File: config.mk
export PLATFORM = sky130hd
export DESIGN_NAME = xbus_arbiter
export DESIGN_NICKNAME = d
export VERILOG_FILES = /design/src/rtl/xbus_arbiter.sv
export SDC_FILE = /design/constraint.sdc
export NUM_CORES = 1
export LEC_CHECK = 0
export ABC_AREA = 1
export BUFFER_PORTS_ARGS = -buffer_cell sky130_fd_sc_hd__buf_4
export CAP_MARGIN = 15
export CORE_MARGIN = 10
export CORE_UTILIZATION = 30
export CTS_BUF_LIST = sky130_fd_sc_hd__clkbuf_16
export DETAILED_ROUTE_END_ITERATION = 7
export GPL_TIMING_DRIVEN = 0
export SKIP_CTS_REPAIR_TIMING = 1
export SYNTH_ARGS = -nofsm -noshare
export SYNTH_HDL_FRONTEND = slang
export SYNTH_SLANG_ARGS = --single-unit
File: constraint.sdc
create_clock -name sys_clk -period 2.2 [get_ports sys_clk]
set_clock_uncertainty 0.2 [all_clocks]
set_input_delay 0.22 -clock sys_clk [delete_from_list [all_inputs] [get_ports sys_clk]]
set_output_delay 0.22 -clock sys_clk [all_outputs]
set_load 0.01 [all_outputs]
File: src/rtl/xbus_arbiter.sv
// xbus_arbiter: round-robin owner arbitration for the shared 36-bit xbus.
// Grants one internal requester at a time, drives the pad output enable,
// inserts tristated turnaround cycles between owners and samples the bus
// while nobody drives it. Host direction (host_dir=1) blocks new grants
// and revokes the current one.
// Optional feature macro: XBUS_ARB_TIMEOUT_EN adds the hold counter,
// forced revoke after MAX_HOLD cycles, the re-request mask and the
// timeout pulse. Without it, timeout is tied low and MAX_HOLD is unused.
module xbus_arbiter #(
  parameter int NREQ     = 4,
  parameter int WIDTH    = 36,
  parameter int TURN_CYC = 2,
  parameter int MAX_HOLD = 1024
) (
  input  logic                    sys_clk,
  input  logic                    reset_n,
  input  logic                    host_dir,
  input  logic [NREQ-1:0]         req,
  input  logic [NREQ*WIDTH-1:0]   req_data,
  input  logic [WIDTH-1:0]        bus_in,
  output logic [NREQ-1:0]         grant,
  output logic [2:0]              owner_id,
  output logic                    bus_oe,
  output logic [WIDTH-1:0]        bus_out,
  output logic [WIDTH-1:0]        sample_data,
  output logic                    busy,
  output logic                    timeout
);

  typedef enum logic [1:0] {S_IDLE, S_GRANT, S_TURN} state_e;

  // Out-of-range parameters stop elaboration rather than build a broken arbiter.
  if (NREQ < 2 || NREQ > 8 || TURN_CYC < 0 || TURN_CYC > 15 || MAX_HOLD < 1) begin : g_param_chk
    $error("xbus_arbiter: parameter out of range");
  end

  state_e             state_q, state_d;
  logic [NREQ-1:0]    grant_q, grant_d;
  logic [2:0]         owner_q, owner_d;
  logic [2:0]         ptr_q, ptr_d;
  logic               oe_q, oe_d;
  logic [WIDTH-1:0]   bus_out_q, bus_out_d;
  logic [WIDTH-1:0]   sample_q, sample_d;
  logic [3:0]         turn_q, turn_d;

  logic [NREQ-1:0]    elig;
  logic [2:0]         win, win_hi, win_lo;
  logic               win_vld, vld_hi, vld_lo;
  logic [WIDTH-1:0]   win_data, own_data;
  logic               own_req;

`ifdef XBUS_ARB_TIMEOUT_EN
  localparam int HOLD_W = $clog2(MAX_HOLD + 1);
  logic [HOLD_W-1:0]  hold_q, hold_d;
  logic [NREQ-1:0]    mask_q, mask_d;
  logic               tmo_q, tmo_d;
  logic               hold_hit;

  assign elig     = req & ~mask_q;
  assign hold_hit = (hold_q == HOLD_W'(MAX_HOLD));
  assign timeout  = tmo_q;
`else
  assign elig     = req;
  assign timeout  = 1'b0;
`endif

  // Round-robin pick: lowest eligible index above ptr, else lowest at/below ptr.
  always_comb begin
    win_hi = '0;
    vld_hi = 1'b0;
    win_lo = '0;
    vld_lo = 1'b0;
    for (int i = NREQ - 1; i >= 0; i--) begin
      if (elig[i]) begin
        if (3'(i) > ptr_q) begin
          win_hi = 3'(i);
          vld_hi = 1'b1;
        end else begin
          win_lo = 3'(i);
          vld_lo = 1'b1;
        end
      end
    end
    win     = vld_hi ? win_hi : win_lo;
    win_vld = vld_hi | vld_lo;
  end

  // Data and request muxes for the arbitration winner and the current owner.
  always_comb begin
    win_data = '0;
    own_data = '0;
    own_req  = 1'b0;
    for (int i = 0; i < NREQ; i++) begin
      if (win == 3'(i))     win_data = req_data[i*WIDTH +: WIDTH];
      if (owner_q == 3'(i)) begin
        own_data = req_data[i*WIDTH +: WIDTH];
        own_req  = req[i];
      end
    end
  end

  // Next-state and registered-output logic for IDLE / GRANT / TURN.
  always_comb begin
    state_d   = state_q;
    grant_d   = grant_q;
    owner_d   = owner_q;
    ptr_d     = ptr_q;
    oe_d      = oe_q;
    bus_out_d = bus_out_q;
    sample_d  = sample_q;
    turn_d    = turn_q;
`ifdef XBUS_ARB_TIMEOUT_EN
    hold_d    = hold_q;
    tmo_d     = 1'b0;
    // A revoked requester becomes eligible again once its req is seen low.
    mask_d    = mask_q & req;
`endif
    case (state_q)
      S_IDLE: begin
        sample_d = bus_in;
        grant_d  = '0;
        oe_d     = 1'b0;
        if (!host_dir && win_vld) begin
          grant_d   = NREQ'(1) << win;
          owner_d   = win;
          ptr_d     = win;
          oe_d      = 1'b1;
          bus_out_d = win_data;
          state_d   = S_GRANT;
`ifdef XBUS_ARB_TIMEOUT_EN
          hold_d    = HOLD_W'(1);
`endif
        end
      end
      S_GRANT: begin
        bus_out_d = own_data;
`ifdef XBUS_ARB_TIMEOUT_EN
        // Release wins over a coincident hold limit: no pulse, no mask.
        if (own_req && hold_hit) begin
          tmo_d  = 1'b1;
          mask_d = mask_d | (NREQ'(1) << owner_q);
        end
        if (!own_req || host_dir || hold_hit) begin
`else
        if (!own_req || host_dir) begin
`endif
          grant_d   = '0;
          oe_d      = 1'b0;
          bus_out_d = '0;
          turn_d    = 4'(TURN_CYC);
          state_d   = (TURN_CYC == 0) ? S_IDLE : S_TURN;
        end
`ifdef XBUS_ARB_TIMEOUT_EN
        else begin
          hold_d = hold_q + HOLD_W'(1);
        end
`endif
      end
      S_TURN: begin
        oe_d   = 1'b0;
        turn_d = turn_q - 4'd1;
        if (turn_q <= 4'd1) state_d = S_IDLE;
      end
      default: state_d = S_IDLE;
    endcase
  end

  // State register; reset releases the bus immediately with no turnaround.
  always_ff @(posedge sys_clk or negedge reset_n) begin
    if (!reset_n) begin
      state_q   <= S_IDLE;
      grant_q   <= '0;
      owner_q   <= '0;
      ptr_q     <= 3'(NREQ - 1);
      oe_q      <= 1'b0;
      bus_out_q <= '0;
      sample_q  <= '0;
      turn_q    <= '0;
`ifdef XBUS_ARB_TIMEOUT_EN
      hold_q    <= '0;
      mask_q    <= '0;
      tmo_q     <= 1'b0;
`endif
    end else begin
      state_q   <= state_d;
      grant_q   <= grant_d;
      owner_q   <= owner_d;
      ptr_q     <= ptr_d;
      oe_q      <= oe_d;
      bus_out_q <= bus_out_d;
      sample_q  <= sample_d;
      turn_q    <= turn_d;
`ifdef XBUS_ARB_TIMEOUT_EN
      hold_q    <= hold_d;
      mask_q    <= mask_d;
      tmo_q     <= tmo_d;
`endif
    end
  end

  assign grant       = grant_q;
  assign owner_id    = owner_q;
  assign bus_oe      = oe_q;
  assign bus_out     = bus_out_q;
  assign sample_data = sample_q;
  assign busy        = (state_q != S_IDLE);

endmodule

# Word-level counts from Yosys, hierarchy flattened
# Index checks and enable logic that the tools add are counted.
[word_totals] inputBits=187 out_inout_bits=82 regBits=89 word_cells=104
[op_classes] addsub=1 n_reduce_logical=17 eq_ne=11 bitwise=1 n_lt_le_gt_ge=5 shift=1 n_mux=60
[ops] cell="2-to-1 mux 36 bit" n=10
[ops] cell="one-hot mux 36 bit (2 select lines)" n=1
[ops] cell="2-to-1 mux 3 bit" n=14
[ops] cell="2-to-1 mux 1 bit" n=22
[ops] cell="one-hot mux 4 bit (2 select lines)" n=2
[ops] cell="== test 3 x 2 -> 1 bit, second input constant" n=4
[ops] cell="2-to-1 mux 2 bit" n=6
[ops] cell="2-to-1 mux 4 bit" n=3
[ops] cell="AND reduction 2 bit" n=5
[ops] cell="== test 3 x 1 -> 1 bit, second input constant" n=2
[ops] cell="> comparator 1 x 3 -> 1 bit, first input constant" n=2
[ops] cell="> comparator 2 x 3 -> 1 bit, first input constant" n=2
[ops] cell="zero test 3 bit" n=2
[ops] cell="inequality test 2 bit, second input constant" n=3
[ops] cell="one-hot mux 2 bit (3 select lines)" n=1
[ops] cell="nonzero test 2 bit" n=3
[ops] cell="<= comparator 4 x 1 -> 1 bit, second input constant" n=1
[ops] cell="<< shifter 1 x 3 -> 4 bit, first input constant" n=1
[ops] cell="subtractor 4 x 1 -> 4 bit, second input constant" n=1
[ops] cell="one-hot mux 1 bit (3 select lines)" n=1
[ops] cell="AND reduction 3 bit" n=1
[ops] cell="nonzero test 3 bit" n=1
[ops] cell="== test 2 x 1 -> 1 bit, second input constant" n=1
[ops] cell="== test 2 bit, second input constant" n=1
[ops] cell="5 further kinds" n=6

# Longest topological paths before layout
[logic_depth] depth_word=17 mapped_depth=13 depth_no_buf=11

# Worst setup path after synthesis
# OpenSTA, ideal clock, no wires.
[synth_timing] path_kind="reg2reg" startpoint="register ptr_q[1]" endpoint="register bus_out_q[26], in the netlist bus_out[26]" setup_ns=0.121 path_buffers=1 stages_incl_launch_ff=11 arrival_time_ns=1.710 setup_slack_ns=0.169 cell_sequence="dfstp_2 nand2_1 nand2_1 nand4_1 o21ai_2 nor2_2 a21oi_4 inv_4 buf_4 nor2_1 a21oi_1"
[synth_via] elab_chain_len=17 elab_cells_between_ends=51
[synth_lines] item="from (decl)" line="40" source="logic [2:0] ptr_q, ptr_d;"
[synth_lines] item="from (signal assigned)" line="174" source="ptr_q <= 3'(NREQ - 1);"
[synth_lines] item="from (signal assigned)" line="188" source="ptr_q <= ptr_d;"
[synth_lines] item="> comparator 2 x 3 -> 1 bit" line="75" source="if (3'(i) > ptr_q) begin"
[synth_lines] item="2-to-1 mux 2 bit / 2-to-1 mux 1 bit (equally long branches)" line="75"
[synth_lines] item="2-to-1 mux 2 bit (tied with other cells)" line="74" source="if (elig[i]) begin"
[synth_lines] item="2-to-1 mux 3 bit / 2-to-1 mux 1 bit (equally long branches)" line="75"
[synth_lines] item="2-to-1 mux 3 bit / 2-to-1 mux 1 bit (equally long branches)" line="74"
[synth_lines] item="2-to-1 mux 3 bit / 2-to-1 mux 1 bit (equally long branches)" line="75"
[synth_lines] item="2-to-1 mux 3 bit / 2-to-1 mux 1 bit (equally long branches)" line="74"
[synth_lines] item="2-to-1 mux 3 bit / 2-to-1 mux 1 bit (equally long branches)" line="75"
[synth_lines] item="2-to-1 mux 3 bit / 2-to-1 mux 1 bit (equally long branches)" line="74"
[synth_lines] item="2-to-1 mux 3 bit" line="84" source="win = vld_hi ? win_hi : win_lo;"
[synth_lines] item="zero test 3 bit" line="94" source="if (win == 3'(i)) win_data = req_data[i*WIDTH +: WIDTH];"
[synth_lines] item="2-to-1 mux 36 bit (4 in series)" line="94"
[synth_lines] item="2-to-1 mux 36 bit" line="123" source="if (!host_dir && win_vld) begin"
[synth_lines] item="one-hot mux 36 bit (2 select lines)" line="118" source="case (state_q)"
[synth_lines] item="to (signal assigned)" line="190" source="bus_out_q <= bus_out_d;"
[synth_lines] item="to (decl)" line="42" source="logic [WIDTH-1:0] bus_out_q, bus_out_d;"
# Several ways; a longest one is shown, not always the timed one. The select of a mux whose other input is x is not followed.
# A chain may end at the register's enable or synchronous reset.

# Final worst setup path
[layout_timing] startpoint="register ptr_q[1]" endpoint="register bus_out_q[9], in the netlist bus_out[9]"
# The elaborated chain is that of the path after synthesis.

==> summary.md <==
| Metric | Value |
|---|---|
| Crit-path leading delay family | `flip-flops` |
| Layout Cells excl Fill | `roughly 1,600` |
| Multi-input logic area | `roughly 3700 sq um` |
| R2R Path Start | `ptr_q[1]` |
| Reg2reg setup slack | `-0.1 ns` |
| Final Cell Area | `slightly above 10,000 sq um` |
| Sequential-to-total area share from yosys stat | `between 30% and 40%` |
| IO buf count | `around 270` |
| Initial antenna violation count | `0` |
| Worst Setup End Kind | `flip-flop` |
| P per Cell Area | `about 1400 nW/um^2` |
| Core area | `21,000 sq um` |
| Avg WL per Cell | `19.2 um` |
| Post-route minimum period | `2.30 ns` |
| Simple-Gate Fraction of Synth Area | `approximately 41%` |
| Worst min-delay path category | `in -> reg` |
| Part of the cycle the worst path needs | `105%` |
| Largest net degree at the start of global routing | `between 50 and 60` |
| Post-route ant nets | `0` |
| Die Ht | `166 um` |
| Worst R2R End | `bus_out[9]` |
| Failing checks | `negative setup slack` |
| Slew headroom | `59.1%` |
| Synth Area per Inst | `6.39 sq um` |
| Max-slew violations | `0` |
| Total Routed Length | `~31 mm` |
| Filler cell count | `2,093` |
| First-pass DRT Iterations | `6` |
| Critical hold path startpoint | `req_data[97]` |
| Leakage Power | `5.16 nW` |
| Avg Vias per Cell | `5.06` |
| Root Driver | `clkbuf_16` |
| RSZ-0062 raised after global routing | `true` |
| Yosys warns | `0` |
| Most frequent CP cell | `nand2_2` |
| Clk sink count | `87` |
| Final worst slack | `-0.0998 ns` |
| Ports | `269` |
| Drt initial violations | `746` |
| Slew @ Worst Pin | `0.613 ns` |
| Critical path's largest stage delay | `approximately 0.57 ns` |
| Global-route wire length before repair | `45.3 mm` |
| DRC | `0` |
| Vias post-DR | `8,183` |
| R2R depth | `10` |
| Flops & latches, synth | `87` |
| # diodes | `0` |
| # Max-Cap Violations | `0` |
| Netlist cell types | `33` |
| Compound-gate portion of the synthesized area | `around 14%` |
| Crit-path cells | `nand2_2 > nand2_2 > nand4_1 > o21ai_4 > nor2_4 > a21oi_4 > clkinv_4 > buf_6 > nor2_1 > a21oi_1` |
| Worst Hold End | `bus_out[25]` |
| CTS max path bufs | `2` |
| DIE AREA | `27,600 sq um` |
| Post-synth EDFFs | `0` |
| Crit path required time | `2.23 ns` |
| Gr usage total | `20.3%` |
| Synth Area in XOR/XNOR | `0.137%` |
| Cts bufs inserted | `9` |
| Bufs and invs on worst path | `2` |
| Most common cell after layout, fill and taps aside | `nand2_1` |
| Pre-CTS setup slack | `-0.403 ns` |
| Final setup viols | `36` |
| Reg area | `2180 sq um` |
| Placed cell areas | `8770 sq um` |
| Num rows | `53` |
| Peak VDD IR | `647 uV` |
| Initial Util | `30.4%` |
| Fmax | `435 MHz` |
| Most frequent cells in the layout | `323 x nand2_1, 283 x buf_4, 126 x nand3_1, 88 x nor2_1, 84 x dfrtp_1` |
| Top FF cell, synth | `dfrtp_1` |
| Post-Syn Instances | `around 1,000` |
| Die width | `166 um` |
| Core Util, Final | `47.8%` |
| Hold Fails Final Rpt | `0` |
| Post-synthesis cell area | `roughly 6400 sq um` |
| Clk slew on worst S/H paths | `about 0.07 ns` |
| Post-synthesis mux area share | `0%` |
| DP HPWL | `22.6 mm` |
| CTS H-tree lvls | `3` |
| Post-synth ARST share | `between 90% and 100%` |
| Max FO, Critical Path | `10` |
| Largest family of logic cells by synthesized area | `simple AND/OR/NAND/NOR gates` |
| Via count of the first global-routing pass | `7,805` |
| Syn-to-layout area delta | `57.2%` |
| Worst setup SP type | `flip-flop` |
| Adder-cell share of the synthesized area | `1.17%` |
| CTS tree | `built` |
| Hold path depth | `5` |
| Gpl congestion | `0.875` |
| Clk Latency, worst-skew pair | `0.34 ns` |
| Fin nets | `1,531` |
| Gr ovfl total | `0` |
| Layout cells sized above 1 | `30.0%` |
| Setup Crit Path Kind | `reg -> reg` |
| Status | `finished, violations left` |
| Placed cell count | `about 1,500` |
| CP Data Arrival Time | `2.33 ns` |
| Critical-path top delay cell | `dfstp_2` |
==> report_power, final <==
| group | switching (mW) | internal [mW] |
|---|---|---|
| combinational | 5.87 | 4.12 |
| clock | 0.727 | 0.768 |
| sequential | 0.540 | 2.43 |
==> cell usage after synthesis (2+ instances only) <==
cell	n	area, sq um
buf_6	5	56.3
nor2_2	3	18.8
o221ai_1	16	140
a21oi_1	56	280
nand3_1	126	631
nor2_1	102	383
nand4_1	4	25.0
ha_1	6	75.1
clkinv_1	3	11.3
dfstp_2	2	52.6
buf_1	5	18.8
clkbuf_1	26	97.6
nand2_1	329	1230
nand2_2	5	31.3
o22ai_1	4	25.0
buf_2	23	115
o21ai_1	14	70.1
dfrtp_1	85	2130
buf_4	10	75.1
o21ai_0	63	315
nand3b_1	36	270
inv_1	67	251
==> area by class of cell <==
type | instances | share of cell area, %
Clock inverter | 6 | 0.436
Multi-Input combinational cell | 774 | 37.2
Sequential cell | 87 | 21.7
Tap cell | 275 | 3.42
Inverter | 72 | 2.81
Clock buffer | 9 | 2.24
Timing Repair Buffer | 325 | 26.7
Buffer | 69 | 5.43
==> worst max-delay path by stage <==
stage	slack, ns	to	depth (start not counted)	from
floorplan	0.17	bus_out[26]	10	ptr_q[1]
global placement	-0.42	state_q[0]	10	owner_id[0]
CTS	-0.42	state_q[1]	10	owner_id[0]
detailed placement	-0.40	state_q[1]	10	owner_id[0]
global route	-0.21	bus_out[13]	10	ptr_q[1]
finish	-0.1	bus_out[9]	10	ptr_q[1]
==> layer usage <==
metal / share of wire [%] / global-route usage (%)
met1: 42 / 25.9
met2: 47 / 32.3
met3: 9.3 / 6.15
met4: 1.9 / 5.82
met5: 0 / 0
==> stage by stage <==
step / setup TNS (ns) / hold WS (ns) / power [mW]
floorplan: 0 / -0.276 / 8.07
global route: -5.92 / 0.0427 / 15.6
finish: -2.71 / 0.0274 / 14.4
CTS: -13.01 / -0.358 / 13.1
global placement: -12.58 / 0.219 / 11.5
detailed placement: -12.26 / 0.0170 / 11.6
==> state kept, by name, indices dropped and copies added (netlist names) <==
signal / count
grant: 4
sample_data: 36
owner_id: 2
bus_oe: 1
state_q: 2
turn_q: 4
bus_out: 36
ptr_q: 2
==> worst register-to-register path, cell delays in order, from the launching register on <==
cell,delay (ns)
dfstp_2,0.57
nand2_2,0.07
nand2_2,0.08
nand4_1,0.19
o21ai_4,0.26
nor2_4,0.06
a21oi_4,0.25
clkinv_4,0.17
buf_6,0.18
nor2_1,0.10
a21oi_1,0.05
==> logic make-up after synthesis <==
family                   after synthesis
other                                  1
buffers and inverters                141
flip-flops                            87
AO/OA/AOI/OAI                        159
adder cells (fa/ha/maj)                6
AND/OR/NAND/NOR                      606
XOR/XNOR                               1
Note: power is estimated with default switching activity, not from simulation.
